### src/rtl/intc_pkg.sv
// Shared types and helpers for the fixed-priority interrupt controller.
// Holds the FSM state type, vector defaults and vector arithmetic.
package intc_pkg;

  typedef enum logic [1:0] {
    IDLE,
    REQUEST,
    SERVICE
  } intc_state_t;

  localparam logic [7:0] INTC_VEC_BASE = 8'h10;
  localparam int unsigned INTC_VEC_SHIFT = 2;

  // Vectors wrap modulo 256.
  function automatic logic [7:0] intc_vec(
    input logic [7:0]  base,
    input int unsigned shift,
    input int unsigned idx
  );
    logic [31:0] v;
    v = 32'(base) + (idx << shift);
    return v[7:0];
  endfunction

endpackage

### src/rtl/interrupt_controller_if.sv
// CPU-facing handshake and mask-write bundle of the interrupt controller.
// master = controller side, slave = CPU / software side.
interface interrupt_controller_if
  import intc_pkg::*;
#(
  parameter int NUM_IRQ = 8
);
  logic               mask_we;
  logic [NUM_IRQ-1:0] mask_in;
  logic               int_ack;
  logic               int_done;
  logic               int_req;
  logic [7:0]         int_vec;

  modport master (
    input  mask_we,
    input  mask_in,
    input  int_ack,
    input  int_done,
    output int_req,
    output int_vec
  );

  modport slave (
    output mask_we,
    output mask_in,
    output int_ack,
    output int_done,
    input  int_req,
    input  int_vec
  );
endinterface

### src/rtl/intc_prio_enc.sv
// Lowest-set-bit encoder: index 0 has the highest priority.
// Purely combinational; valid is low when no bit is set.
module intc_prio_enc
  import intc_pkg::*;
#(
  parameter int N  = 8,
  parameter int IW = 3
) (
  input  logic [N-1:0]  cand,
  output logic [IW-1:0] sel,
  output logic          valid
);

  always_comb begin
    sel   = '0;
    valid = 1'b0;
    for (int i = N - 1; i >= 0; i--) begin
      if (cand[i]) begin
        sel   = IW'(i);
        valid = 1'b1;
      end
    end
  end

endmodule

### src/rtl/interrupt_controller.sv
// Fixed-priority interrupt controller: edge capture, mask, request FSM.
// Define INTC_NESTING_EN to allow preemption with an in-service stack.
module interrupt_controller
  import intc_pkg::*;
#(
  parameter int          NUM_IRQ   = 8,
  parameter logic [7:0]  VEC_BASE  = INTC_VEC_BASE,
  parameter int unsigned VEC_SHIFT = INTC_VEC_SHIFT
) (
  input  logic               clk,
  input  logic               reset,
  input  logic [NUM_IRQ-1:0] irq,
  interrupt_controller_if.master bus,
  output logic [NUM_IRQ-1:0] pending,
  output logic [NUM_IRQ-1:0] in_service
);

  localparam int IW = (NUM_IRQ > 1) ? $clog2(NUM_IRQ) : 1;

  intc_state_t        state;
  logic [NUM_IRQ-1:0] irq_q;
  logic [NUM_IRQ-1:0] mask;
  logic [NUM_IRQ-1:0] rise;
  logic [NUM_IRQ-1:0] cand;
  logic [NUM_IRQ-1:0] clr;
  logic [IW-1:0]      sel;
  logic [IW-1:0]      cur;
  logic [IW-1:0]      enc_sel;
  logic               enc_valid;
  logic               req_q;
  logic [7:0]         vec_q;
  logic               ack;
  logic               preempt;
  logic               take;

  assign rise = irq & ~irq_q;
  assign cand = pending & ~mask;
  assign ack  = (state == REQUEST) && bus.int_ack;

  intc_prio_enc #(
    .N  (NUM_IRQ),
    .IW (IW)
  ) u_enc (
    .cand  (cand),
    .sel   (enc_sel),
    .valid (enc_valid)
  );

`ifdef INTC_NESTING_EN
  localparam int SW = $clog2(NUM_IRQ + 1);

  logic [IW-1:0] stk [2**SW];
  logic [SW-1:0] sp;

  // cur is always the lowest in-service index while nested.
  assign preempt = enc_valid && (enc_sel < cur);
`else
  assign preempt = 1'b0;
`endif

  assign take =
    ((state == IDLE) && enc_valid) ||
    ((state == SERVICE) && !bus.int_done && preempt);

  always_comb begin
    clr = '0;
    if (ack) clr[sel] = 1'b1;
  end

  always_ff @(posedge clk) begin
    if (!reset) begin
      irq_q      <= '0;
      pending    <= '0;
      mask       <= '1;
      in_service <= '0;
      req_q      <= 1'b0;
      vec_q      <= '0;
      sel        <= '0;
      cur        <= '0;
      state      <= IDLE;
`ifdef INTC_NESTING_EN
      sp         <= '0;
`endif
    end else begin
      irq_q   <= irq;
      // New edge wins over a same-cycle acknowledge clear.
      pending <= (pending & ~clr) | rise;
      if (bus.mask_we) mask <= bus.mask_in;

      unique case (state)
        IDLE: ;
        REQUEST: begin
          if (bus.int_ack) begin
            req_q           <= 1'b0;
            in_service[sel] <= 1'b1;
            cur             <= sel;
            state           <= SERVICE;
`ifdef INTC_NESTING_EN
            if (|in_service) begin
              stk[sp] <= cur;
              sp      <= sp + 1'b1;
            end
`endif
          end
        end
        SERVICE: begin
          if (bus.int_done) begin
            in_service[cur] <= 1'b0;
`ifdef INTC_NESTING_EN
            if (sp != '0) begin
              cur <= stk[sp - 1'b1];
              sp  <= sp - 1'b1;
            end else begin
              state <= IDLE;
            end
`else
            state <= IDLE;
`endif
          end
        end
        default: state <= IDLE;
      endcase

      if (take) begin
        sel   <= enc_sel;
        vec_q <= intc_vec(VEC_BASE, VEC_SHIFT, 32'(enc_sel));
        req_q <= 1'b1;
        state <= REQUEST;
      end
    end
  end

  assign bus.int_req = req_q;
  assign bus.int_vec = vec_q;

endmodule
### src/flat_wrapper.sv
// flat-port wrapper written by rule: the top's interface ports become plain ports
module interrupt_controller_flat import intc_pkg::*;
#(
  parameter int          NUM_IRQ   = 8,
  parameter logic [7:0]  VEC_BASE  = INTC_VEC_BASE,
  parameter int unsigned VEC_SHIFT = INTC_VEC_SHIFT
)
  (clk, reset, irq, pending, in_service, bus_mask_we, bus_mask_in, bus_int_ack, bus_int_done, bus_int_req, bus_int_vec);
  interrupt_controller_if #(.NUM_IRQ(NUM_IRQ)) bus_i ();
  input  logic clk;
  input  logic reset;
  input  logic [NUM_IRQ-1:0] irq;
  output logic [NUM_IRQ-1:0] pending;
  output logic [NUM_IRQ-1:0] in_service;
  input wire logic [$bits(bus_i.mask_we)-1:0] bus_mask_we;
  input wire logic [$bits(bus_i.mask_in)-1:0] bus_mask_in;
  input wire logic [$bits(bus_i.int_ack)-1:0] bus_int_ack;
  input wire logic [$bits(bus_i.int_done)-1:0] bus_int_done;
  output wire logic [$bits(bus_i.int_req)-1:0] bus_int_req;
  output wire logic [$bits(bus_i.int_vec)-1:0] bus_int_vec;
  assign bus_i.mask_we = bus_mask_we;
  assign bus_i.mask_in = bus_mask_in;
  assign bus_i.int_ack = bus_int_ack;
  assign bus_i.int_done = bus_int_done;
  assign bus_int_req = bus_i.int_req;
  assign bus_int_vec = bus_i.int_vec;
  interrupt_controller #(.NUM_IRQ(NUM_IRQ), .VEC_BASE(VEC_BASE), .VEC_SHIFT(VEC_SHIFT)) u_core (.clk(clk), .reset(reset), .irq(irq), .bus(bus_i), .pending(pending), .in_service(in_service));
endmodule
### config.mk
export PLATFORM = sky130hd
export DESIGN_NAME = interrupt_controller_flat
export DESIGN_NICKNAME = d
export VERILOG_FILES = /design/src/rtl/intc_pkg.sv /design/src/rtl/interrupt_controller_if.sv /design/src/rtl/intc_prio_enc.sv /design/src/rtl/interrupt_controller.sv /design/src/flat_wrapper.sv
export SDC_FILE = /design/constraint.sdc
export NUM_CORES = 1
export LEC_CHECK = 0
export CORE_ASPECT_RATIO = 0.5
export CORE_UTILIZATION = 35
export CTS_CLUSTER_SIZE = 25
export DETAILED_ROUTE_END_ITERATION = 8
export GPL_TIMING_DRIVEN = 0
export MAX_ROUTING_LAYER = met4
export SYNTH_ARGS = -nofsm -noshare
export SYNTH_HDL_FRONTEND = slang
export SYNTH_SLANG_ARGS = --single-unit
### constraint.sdc
create_clock -name clk -period 1.3 [get_ports clk]
set_input_delay 0.26 -clock clk [delete_from_list [all_inputs] [get_ports clk]]
set_output_delay 0.26 -clock clk [all_outputs]
set_load 0.01 [all_outputs]
==> qor.yml <==
floorplan:
  io_pins: 46
  start_util_pct: 37.77
  fp.dieW_um: 101.1
  num_rows: 17
  dieHeight_um: 51.56
  fp.dieArea_sq_um: 5213
  coreArea_sq_um: 4552
placed_design:
  placed_cell_area_sq_um: 2213
  place_ws_ns: -0.5458
  portBuffers: 40
  dpl.hpwl_mm: 2.967
  gp_congestion: 0.7393
finish:
  regArea_sq_um: 847.1
  drive_gt1_share_pct: 18.38
  final_core_util_pct: 53.33
  post-route-cell-area_sq_um: 2427
  n_antenna_cell: 0
  fill_cells: 459
  multi_input_area_sq_um: 878.3
  syn_to_final_growth_pct: 41.19
  final_nets: 254
clock_network:
  cts.sinks: 42
  cts-root-buf: "clkbuf_8"
  clk_latency_ns: 0.30
  ctsLongestPathBuffers: 2
  htree_levels: 2
  cts_buffers: 5
  clk_pin_slew_ns: 0.08
  cts_tree: "built"
hold_path:
  hold_path_class: "input pin to flip-flop"
logic_synthesis:
  yosysTopAreaCell: "dfxtp_1"
  synth_common_cells: "dfxtp_1, nand2b_1, nand2_1"
  synth_area_leaders: "dfxtp_1, nand2b_1, mux2i_1"
  synth-main-ff-cell: "dfxtp_1"
  synth_top_area_share_pct: 48.91
  yosys.cell_count.top_type: "dfxtp_1"
  async_flop_share_pct: 0
  syn_area_sq_um: 1719
  syn_inst: 181
  post_synth.cell_area_avg_sq_um: 9.498
  synthDistinctLibCells: 36
  synth_warnings: 0
  synth_edf_count: 0
  synth_seq_area_share_pct: 48.91
  ys_seq_elements: 42
power_and_ir_drop:
  power_density_nw_per_um2: 1297
  p_total_mw: 3.149
  ir_drop_mv: 0.6350
  p_leak_nw: 1.113
sta:
  setup_ws_ns: 0.03202
  fin_setup_tns_ns: 0
  rsz0062_at_grt: "true"
  post-route-period-util_pct: 97.54
  final_hold_viol_count: 0
  timing.fmax_mhz: 788.7
  skew_ns: 0.01041
  fin_crit_ns: 1.268
  slew_viol_final: 0
  setup_viol: 0
critical_path:
  cp_slowest_stage_delay_ns: 0.33
  crit_fanout: 4
  start_kind: "flip-flop"
  end_kind: "flip-flop"
  crit_path_cell_trace: "nand2b_1 > nand4_1 > buf_4 > o21ai_0 > a21oi_1"
  critPathKind: "flip-flop to flip-flop"
  path_delay_family: "simple AND/OR/NAND/NOR gates"
  path_buf_inv: 1
  crit_arrival_ns: 1.44
  cp_slowest_cell: "dfxtp_1"
  cp.required_ns: 1.48
outcome:
  status: "finished clean"
detailed_routing:
  drcViolationCount: 0
  viasPerCell: 4.787
  ant_nets: 0
  routed_wl_mm: 4.101
  wire_per_inst_um: 13.67
  first_pass_iters: 4
  vias: 1436
  drt_iter0_drc: 58
global_route:
  grt_max_degree: 14
  grt_pass1_vias: 1378
  grt_pass1_wl_mm: 6.699
  antenna_found_initial: 0
  grt-ovfl-total: 0
  grt_use_total_pct: 18.08
job:
  drv_cap: 0
[flip-flops by register name, summed over array words and instances (netlist names)]
register,flops
u_core.in_service,8
u_core.irq_q,8
u_core.mask,8
u_core.pending,8
u_core.cur,3
u_core.sel,3
u_core.state,2
u_core.bus.int_req,1
u_core.bus.int_vec,1
[metal layers]
layer  part of all wire, %  wire length [um]  GRT usage, %  vias to the layer above
met4                   1.2                51         7.971                        0
li1                      -                 -             -                      731
met1                    52              2141         24.73                      661
met3                   5.5               225         4.435                        4
met2                    41              1682         25.28                       40
met5                     0                 0             -                        -
[power by group]
group / internal, mW / switching [mW]
clock: 0.819 / 0.451
combinational: 0.232 / 0.222
sequential: 1.36 / 0.0598
[worst register-to-register path, cell delays in order, from the launching register on]
cell	delay (ns)
dfxtp_1	0.33
nand2b_1	0.18
nand4_1	0.19
buf_4	0.21
o21ai_0	0.16
a21oi_1	0.08
[worst paths after layout]
check / depth (start not counted) / startpoint / to / slack [ns]
hold / removal: 3 / bus_int_done / u_core.state[1] / 0.30
setup / recovery: 5 / u_core.mask[3] / u_core.bus.int_req / 0.03
setup reg to reg: 5 / u_core.mask[3] / u_core.bus.int_req / 0.03
hold reg to reg: 2 / u_core.bus.int_req / u_core.bus.int_req / 0.45
[kinds of logic after synthesis]
family | Yosys count | share of synthesized area, %
muxes | 10 | 5.823
DFF | 42 | 48.91
buffers and inverters | 12 | 4.075
AOI/OAI and AO/OA | 38 | 15.14
other | 1 | 0.2181
and+or+nand+nor | 78 | 25.84
[area by class of cell]
| class | count | area share [%] |
|---|---|---|
| inverter | 1 | 0.3608 |
| clock inverter | 2 | 2.474 |
| sequential | 42 | 34.90 |
| timing repair buffer | 42 | 16.24 |
| buffer | 11 | 3.041 |
| clock buffer | 6 | 3.402 |
| tap | 66 | 3.402 |
| multi-input combinational | 130 | 36.19 |
[metrics by stage]
| stage | std cells | hold WS, ns |
|---|---|---|
| 2_1_floorplan | 184 | 0.3604 |
| 3_3_place_gp | 290 | 0.4432 |
| 3_5_place_dp | 290 | 0.4514 |
| 4_1_cts | 299 | 0.3626 |
| 5_1_grt | 300 | 0.3395 |
| 6_report | 300 | 0.3047 |
[what timing repair did]
item	in CTS	in global routing
hold buffers	0	0
pin swaps	1	1
setup endpoints to repair	41	18
setup buffers	1	1
resized for setup	34	13
[layout by cell type, fill, tap and decap left out, types with 2 or more instances in the layout]
cell	Yosys	final
and2_1	8	8
dfxtp_2	0	2
nor2_1	10	9
nand2b_1	23	20
clkdlybuf4s50_1	0	16
o221a_1	2	2
a31oi_1	2	2
buf_4	4	6
dfxtp_1	42	39
nor2b_1	2	2
nor3_2	0	3
o221a_2	3	3
dlymetal6s2s_1	0	2
conb_1	1	4
mux2i_1	10	10
a21oi_1	15	15
bufinv_16	0	2
clkbuf_2	1	4
o21ai_0	7	7
clkbuf_8	0	6
nand2_1	17	17
dlygate4sd2_1	0	21
nand4_1	3	3
nand2b_4	0	3
nor3_1	8	5
Note: power is estimated with default switching activity, not from simulation.
